<file path="src/rtl/sram_burst_reader.sv">
// sram_burst_reader: burst read sequencer for a 1-cycle-latency SRAM read port, with a credit-controlled fall-through output FIFO.
// Ports: clk/rst (sync, active-high); req_valid/req_ready/req_addr/req_len burst request;
// sram_csb/sram_addr/sram_dout SRAM read port; out_valid/out_ready/out_data/out_last stream;
// busy (state != IDLE), done (one-cycle pulse at burst completion).
// Optional: define SRAM_RD_COLLISION_CHK_EN to add wr_csb/wr_addr inputs and the sticky err_collision output.
module sram_burst_reader #(
  parameter int DATA_WIDTH = 32,
  parameter int ADDR_WIDTH = 8,
  parameter int LEN_WIDTH  = 9,
  parameter int BUF_DEPTH  = 2
) (
  input  logic                  clk,
  input  logic                  rst,
  input  logic                  req_valid,
  output logic                  req_ready,
  input  logic [ADDR_WIDTH-1:0] req_addr,
  input  logic [LEN_WIDTH-1:0]  req_len,
  output logic                  sram_csb,
  output logic [ADDR_WIDTH-1:0] sram_addr,
  input  logic [DATA_WIDTH-1:0] sram_dout,
  output logic                  out_valid,
  input  logic                  out_ready,
  output logic [DATA_WIDTH-1:0] out_data,
  output logic                  out_last,
  output logic                  busy,
  output logic                  done
`ifdef SRAM_RD_COLLISION_CHK_EN
  ,input  logic                  wr_csb
  ,input  logic [ADDR_WIDTH-1:0] wr_addr
  ,output logic                  err_collision
`endif
);
  localparam int PW = $clog2(BUF_DEPTH);
  typedef enum logic [1:0] {IDLE, ISSUE, DRAIN} state_t;
  state_t state;
  logic [ADDR_WIDTH-1:0] cur_addr, addr_hold;
  logic [LEN_WIDTH-1:0] remaining;
  logic pending, pend_last;
  logic [DATA_WIDTH-1:0] buf_data [BUF_DEPTH];
  logic [BUF_DEPTH-1:0] buf_last;
  logic [PW-1:0] head, tail;
  logic [PW:0] count;
  logic [PW+1:0] occ;
  logic empty, pop, pop_buf, push, issue;
  assign empty = count == '0;
  // Fall-through: with an empty buffer the word arriving from the SRAM is presented directly.
  assign out_valid = !empty || pending;
  assign out_data = empty ? sram_dout : buf_data[head];
  assign out_last = out_valid && (empty ? pend_last : buf_last[head]);
  assign pop = out_valid && out_ready;
  assign pop_buf = pop && !empty;
  assign push = pending && !(pop && empty);
  // Occupancy after this edge; an issue reserves one more slot for the word it produces.
  assign occ = {1'b0, count} + (PW+2)'(pending) - (PW+2)'(pop);
  assign issue = state == ISSUE && remaining != '0 && occ < (PW+2)'(BUF_DEPTH);
  assign sram_csb = !issue;
  assign sram_addr = issue ? cur_addr : addr_hold;
  assign req_ready = state == IDLE;
  assign busy = state != IDLE;
  always_ff @(posedge clk) begin
    if (rst) begin
      state <= IDLE;
      cur_addr <= '0;
      addr_hold <= '0;
      remaining <= '0;
      pending <= 1'b0;
      pend_last <= 1'b0;
      head <= '0;
      tail <= '0;
      count <= '0;
      done <= 1'b0;
    end else begin
      done <= 1'b0;
      pending <= issue;
      if (issue) begin
        cur_addr <= cur_addr + 1'b1;
        addr_hold <= cur_addr;
        remaining <= remaining - 1'b1;
        pend_last <= remaining == LEN_WIDTH'(1);
      end
      if (push) begin
        buf_data[tail] <= sram_dout;
        buf_last[tail] <= pend_last;
        tail <= tail + 1'b1;
      end
      if (pop_buf) head <= head + 1'b1;
      count <= count + (PW+1)'(push) - (PW+1)'(pop_buf);
      case (state)
        IDLE: if (req_valid) begin
          cur_addr <= req_addr;
          remaining <= req_len;
          if (req_len != '0) state <= ISSUE;
          else done <= 1'b1;
        end
        ISSUE: if (issue && remaining == LEN_WIDTH'(1)) state <= DRAIN;
        DRAIN: if (pop && out_last) begin
          state <= IDLE;
          done <= 1'b1;
        end
        default: state <= IDLE;
      endcase
    end
  end
`ifdef SRAM_RD_COLLISION_CHK_EN
  always_ff @(posedge clk) begin
    if (rst) err_collision <= 1'b0;
    else if (!sram_csb && !wr_csb && sram_addr == wr_addr) err_collision <= 1'b1;
  end
`endif
endmodule

</file>
<file path="config.mk">
export PLATFORM = sky130hd
export DESIGN_NAME = sram_burst_reader
export DESIGN_NICKNAME = d
export VERILOG_FILES = /design/src/rtl/sram_burst_reader.sv
export SDC_FILE = /design/constraint.sdc
export NUM_CORES = 1
export LEC_CHECK = 0
export ABC_AREA = 1
export CAP_MARGIN = 20
export CORE_MARGIN = 4
export CORE_UTILIZATION = 40
export DETAILED_ROUTE_END_ITERATION = 6
export PLACE_DENSITY = 0.75
export SETUP_SLACK_MARGIN = 0.02
export SYNTH_ARGS = -nofsm -noshare
export SYNTH_HDL_FRONTEND = slang
export SYNTH_SLANG_ARGS = --single-unit
</file>
<file path="constraint.sdc">
create_clock -name clk -period 6.2 [get_ports clk]
set_input_delay 1.24 -clock clk [delete_from_list [all_inputs] [get_ports clk]]
set_output_delay 1.24 -clock clk [all_outputs]
set_load 0.005 [all_outputs]
</file>
==> results.cfg, run 1 <==
[status]
status = completed

[synthesis]
synthSimpleGateAreaFrac = 0.1945
yosys_register_bits = 101
syn-instance-count = 591
muxShareOfSynthArea = 0
synth.most_common_cell = nand2_1
synth_edf_count = 66
syn_avg_cell_area_um2 = 8.227
synth.top_cells.by_count = 161 x nand2_1, 96 x inv_1, 71 x o21ai_0, 66 x edfxtp_1, 35 x dfxtp_1
async_flop_share = 0
synth-compound-area-share = 0.1071
yosys_warnings = 0
synth_top_family_by_area = simple AND/OR/NAND/NOR gates
synth_top_area_frac = 0.4076
synth_area_leaders = edfxtp_1 41%, dfxtp_1 14%, nand2_1 12%
synth_adder_area_share = 0.02213
netlist_area_mm2 = 0.004862
synth_top_area_cell = edfxtp_1
synth_seq_area_share = 0.5517
synth_ff_type = edfxtp_1
ys_types = 25
synthXorXnorAreaFrac = 0.01621
syn_nets = 652

[die]
initial_core_util = 0.4065
die_area_mm2 = 0.01398
ios = 99
fp.coreArea_mm2 = 0.01196
die_w_um = 118.3
die_h_um = 118.3
rows = 40

[place]
pre_cts_slack_ns = 0.4980
port-buffer-count = 98
dp_hpwl_mm = 7.071
placed_cell_area_mm2 = 0.005972
gp_congestion = 0.8008

[drt]
drc = 0
vias_per_cell = 4.672
dr.first_iter.drc_count = 110
wl_per_cell_um = 12.02
via_count = 3887
first_pass_iters = 4
wl_mm = 9.997
drtAntennaViolNets = 0

[layout]
seq_area_mm2 = 0.002684
nFillCells = 1099
final_nets = 741
fin_area_mm2 = 0.006287
multi_input_area_mm2 = 0.001673
n_antenna_cell = 0
drive_gt1_frac = 0.06277
area_delta_synth_final_pct = 29.31

[setup_path]
endpoint_kind = primary output
worstPathArrival_ns = 4.51
reg2reg_depth = 13
cpPeakStageDelay_ns = 0.53
start_kind = input pin
path_cells = clkdlybuf4s50_1 -> inv_1 -> a21oi_1 -> ha_1 -> or2_2 -> fa_1 -> xor2_1 -> nor2_1 -> nand2_1 -> buf_4 -> clkdlybuf4s50_1
crit_type = in2out
crit_top_cell = clkdlybuf4s50_1
required_ns = 4.96
crit_fanout = 17
crit_path_top_delay_cell = clkdlybuf4s50_1

[timing]
hold_violations = 0
fin_worst_skew_ns = 0.008108
slew-limit-headroom = 0.3480
worst_pin_slew_ns = 0.9757
fin_tns_setup_ns = 0
drv_slew = 0
finalCritPeriodShare = 0.9268
rsz0062_at_grt = no
max_freq_ghz = 0.1740
setup_viol = 0
fin_ws_ns = 0.4537
min_period_ns = 5.746

[clock_network]
cts_sinks = 101
hold_buffers = 0
clock_latency_ns = 0.33
h-tree-depth = 3
numCtsBuffers = 9
cts_resized = 0
post-cts-setup-buffers = 0
cts_tree = built
cts.clk_slew.worst_paths_ns = 0.07
cts-root-buf = clkbuf_16
cts_buffer_depth = 2

[job]
cap_violations = 0

[grt]
gr-total-overflow = 0
grt_pass1_vias = 3622
grt_start_max_net_pins = 70
grt_use_total = 0.1428
grt_pass1_wl_mm = 16.53
antenna_found_initial = 0

[power_and_ir_drop]
p_leak_uw = 0.002755
powerDensity_mw_per_mm2 = 412.8
peakVddDrop_uv = 239.1

[worst_hold_path]
hp-class = reg2reg
min_path_cells = 2
report_power, final:
part           total (µW)  leakage (µW)  internal, µW  switching [µW]
sequential            871      0.000884           790            81.1
clock                 589      0.000154           352             238
combinational        1140       0.00172           588             548
state kept, by name, indices dropped and copies added (netlist names), named ones only:
name       count
addr_hold      8
buf_data      64
buf_last       2
count          2
cur_addr       8
done           1
head           1
pend_last      1
pending        1
remaining      9
state          2
tail           1
per-stage QoR:
stage / hold slack (ns) / instances / utilization / power (µW)
2_1_floorplan: 0.4392 / 591 / - / 1478
3_3_place_gp: 0.4476 / 816 / 0.4993 / 2011
3_5_place_dp: 0.4586 / 816 / 0.4993 / 2038
4_1_cts: 0.4688 / 832 / 0.5256 / 2631
5_1_grt: 0.5038 / 832 / 0.5256 / 2801
6_report: 0.4670 / 832 / 0.5256 / 2596
kinds of logic after synthesis:
family / Yosys count
buffers and inverters: 135
AO/OA/AOI/OAI: 104
AND/OR/NAND/NOR: 234
flip-flops: 101
adder cells (fa/ha/maj): 8
XOR/XNOR: 9
placed cells by master (no fill, tap or decap), drive strengths merged:
cell type	n
xor2	6
xnor2	3
nor3	3
nand4	6
nor2	37
clkinv	6
or2	1
clkbuf	9
fa	1
clkdlybuf4s50	98
nand3	25
nand2	162
edfxtp	66
buf	5
bufinv	2
inv	109
ha	7
a21oi	10
dfxtp	35
o21ai	94
worst max-delay path, delay by kind of cell:
family / cells / cell delay, ns
fa+ha+maj: 2 / 0.69
simple gates: 3 / 0.79
buf+inv: 4 / 1.39
compound gates: 1 / 0.21
xor+xnor: 1 / 0.18
path summary, 6_finish.rpt:
| kind | to | startpoint | slack (ns) |
|---|---|---|---|
| max | sram_csb | out_ready | 0.45 |
| min | tail | tail | 0.47 |
| max reg2reg | remaining[7] | count[1] | 3.04 |
| min reg2reg | tail | tail | 0.47 |
layout make-up:
cell class,count,area share
flip-flops and latches,101,0.4269
well taps,147,0.02925
repair buffers,103,0.1620
clock buffers,9,0.03582
multi-input cells,355,0.2661
inverters,110,0.06567
clock inverters,7,0.01433
metal layers:
layer / GRT usage / vias up / routed length, µm
met2: 0.2504 / 91 / 4925
met4: 0.04029 / 0 / 80
li1: - / 2054 / -
met5: 0 / - / 0
met3: 0.03732 / 9 / 494
met1: 0.1728 / 1733 / 4495
Power figures use the tool's default switching activity.
==> inputs of run 2 (changes only) <==
--- a/config.mk
+++ b/config.mk
@@ -10,6 +10,7 @@
 export CORE_MARGIN = 4
 export CORE_UTILIZATION = 40
 export DETAILED_ROUTE_END_ITERATION = 6
+export HOLD_SLACK_MARGIN = 0.1
 export PLACE_DENSITY = 0.75
 export SETUP_SLACK_MARGIN = 0.02
 export SYNTH_ARGS = -nofsm -noshare
==> results of run 2 <==
No change in the layout: final DEF, timing and power equal those of run 1.
==> RTL change, RTL diff (config.mk and constraints of run 2) <==
Encoding of `state_t`: now one-hot (3 bits for 3 states).
--- a/src/rtl/sram_burst_reader.sv
+++ b/src/rtl/sram_burst_reader.sv
@@ -31,7 +31,7 @@
 `endif
 );
   localparam int PW = $clog2(BUF_DEPTH);
-  typedef enum logic [1:0] {IDLE, ISSUE, DRAIN} state_t;
+  typedef enum logic [2:0] {IDLE = 3'b001, ISSUE = 3'b010, DRAIN = 3'b100} state_t;
   state_t state;
   logic [ADDR_WIDTH-1:0] cur_addr, addr_hold;
   logic [LEN_WIDTH-1:0] remaining;
Check against the original RTL: same outputs for any inputs over 10 cycles, from zero or initial values and one cycle with rst high; not proved beyond that.
==> RTL change against run 2 <==
Hold slack improved by 6.9 ps. Sequential cell count grew 1. Final cell count down 4.4%. Design area about the same. Worst setup slack improved by 17 ps. Total power is 10% lower. Routed wire length is 5.1% higher. Synthesized area increased by 0.57%. Critical path type unchanged. Largest power group unchanged.
==> RTL change: results (changes against run 2) <==
| Metric | Value |
|---|---|
| Routed wire length | `10500 um (was 10000 um)` |
| Syn_area_per_cell | `8.78 um2 (was 8.23 um2)` |
| DRT iter0 DRCs | `356 (was 110)` |
| Crit-path max cell delay | `490 ps (was 530 ps)` |
| Vias per cell | `4.85 (was 4.67)` |
| Met3 usage | `3.11% (was 3.73%)` |
| Syn Nets | `618 (was 652)` |
| Skew final | `10.0 ps (was 8.11 ps)` |
| Compound-Gate Fraction of Synth Area | `12.5% (was 10.7%)` |
| Post-CTS Resized | `0 (unchanged)` |
| Worst slew margin | `34.1% (was 34.8%)` |
| ANT cells | `0 (unchanged)` |
| Final HPWL DP | `7500 um (was 7070 um)` |
| Met2 Routed Length | `5130 um (was 4930 um)` |
| Vias in the first global route | `3743 (was 3622)` |
| Final net count | `704 (was 741)` |
| Post-Synth XOR/XNOR Area | `1.97% (was 1.62%)` |
| Sequential fraction of the synthesis area | `55.3% (was 55.2%)` |
| Leak Pwr | `2.61 nW (was 2.76 nW)` |
| Met1 Use GR | `19.0% (was 17.3%)` |
| Hold Crit Class | `reg2reg (unchanged)` |
| Netlist cell types | `34 (was 25)` |
| # placed instances | `779 (was 816)` |
| Sw frac | `34.5% (was 33.4%)` |
| Place WS | `485 ps (was 498 ps)` |
| Post-Synth Adder-Cell Area | `2.20% (was 2.21%)` |
| Fill count | `1081 (was 1099)` |
| Clock Root Buffer | `clkbuf_16 (unchanged)` |
| Global-route wire length before repair | `17400 um (was 16500 um)` |
| Wl on met1 | `4710 um (was 4500 um)` |
| Max IR drop VDD | `0.000165 V (was 0.000239 V)` |
| Number of detailed-route iterations in the first pass | `4 (unchanged)` |
| Per-cell routed wire length | `13.2 um (was 12.0 um)` |
| GPL Wtd Cong | `0.789 (was 0.801)` |
| Global-route usage over all layers | `14.9% (was 14.3%)` |
| Synth area leaders | `edfxtp_1, dfxtp_1, nand2_1, o21ai_0, inv_1 (was edfxtp_1, dfxtp_1, nand2_1, inv_1, o21ai_0)` |
| Commonest cells in the netlist | `nand2_1, inv_1, o21ai_0, edfxtp_1, dfxtp_1 (unchanged)` |
| CTS Buffer Depth | `2 (unchanged)` |
| Layout cell share with drive strength beyond 1 | `6.64% (was 6.28%)` |
| Pin count of the biggest net entering global routing | `70 (unchanged)` |
| Status | `finished, final reports clean (unchanged)` |
| Met3 WL | `552 um (was 494 um)` |
| Mux cell area share after synthesis | `0% (unchanged)` |
| Placed Area | `0.00598 mm2 (was 0.00597 mm2)` |
| CP Max Fanout | `22 (was 17)` |
| CP Data Arrival Time | `4490 ps (was 4510 ps)` |
| GR Layer Usage met2 | `25.5% (was 25.0%)` |
==> RTL change: cells by family (layout without fill, tap and decap cells) <==
kind of cell / count (synthesis) / in the layout
compound gates: 114 / 114
simple gates: 205 / 205
fa+ha+maj: 8 / 8
xor+xnor: 11 / 11
buf+inv: 117 / 208
flops: 102 / 102
==> RTL change: power groups by stage <==
stage,clock [mW],combinational [mW],sequential (mW)
finish,0.560,0.911,0.864
global route,0.606,1.02,0.875
CTS,0.577,0.917,0.863
detailed placement,0,0.911,0.879
global placement,0,0.885,0.876
floorplan,0,0.532,0.836
==> RTL change: final timing paths <==
path         depth (start not counted)           end  slack, ps       from
max                                 13  sram_addr[7]        470  out_ready
min                                  2          tail        470       tail
max reg2reg                         17   cur_addr[3]       2350   count[1]
min reg2reg                          2          tail        470       tail
==> RTL change: final cells by class <==
cell class,instances,area share [%]
inverter,91,5.43
timing repair buffer,101,16.2
clock buffer,9,3.58
sequential,102,43.0
tap,147,2.92
clock inverter,7,1.37
multi-input combinational,338,27.6
==> RTL change: worst register-to-register path, cell delays in order, from the launching register on <==
cell and delay [ps]:
dfxtp_1 370, inv_2 70, nand2_1 70, inv_2 710, a21oi_1 250, ha_1 360, or2_2 320, fa_1 490
nand3_1 120, nor2_4 110, nand2_2 190, inv_2 140, buf_4 230, nand2_1 80, nand2_1 60, nand3_1 60
nand2_1 90, inv_1 40
==> RTL change: stage by stage <==
stage	hold WS [ps]	utilization (%)
after global routing	494	52.4
after detailed placement	461	49.8
after floorplan	439	-
final	474	52.4
after CTS	472	52.4
after global placement	450	49.8
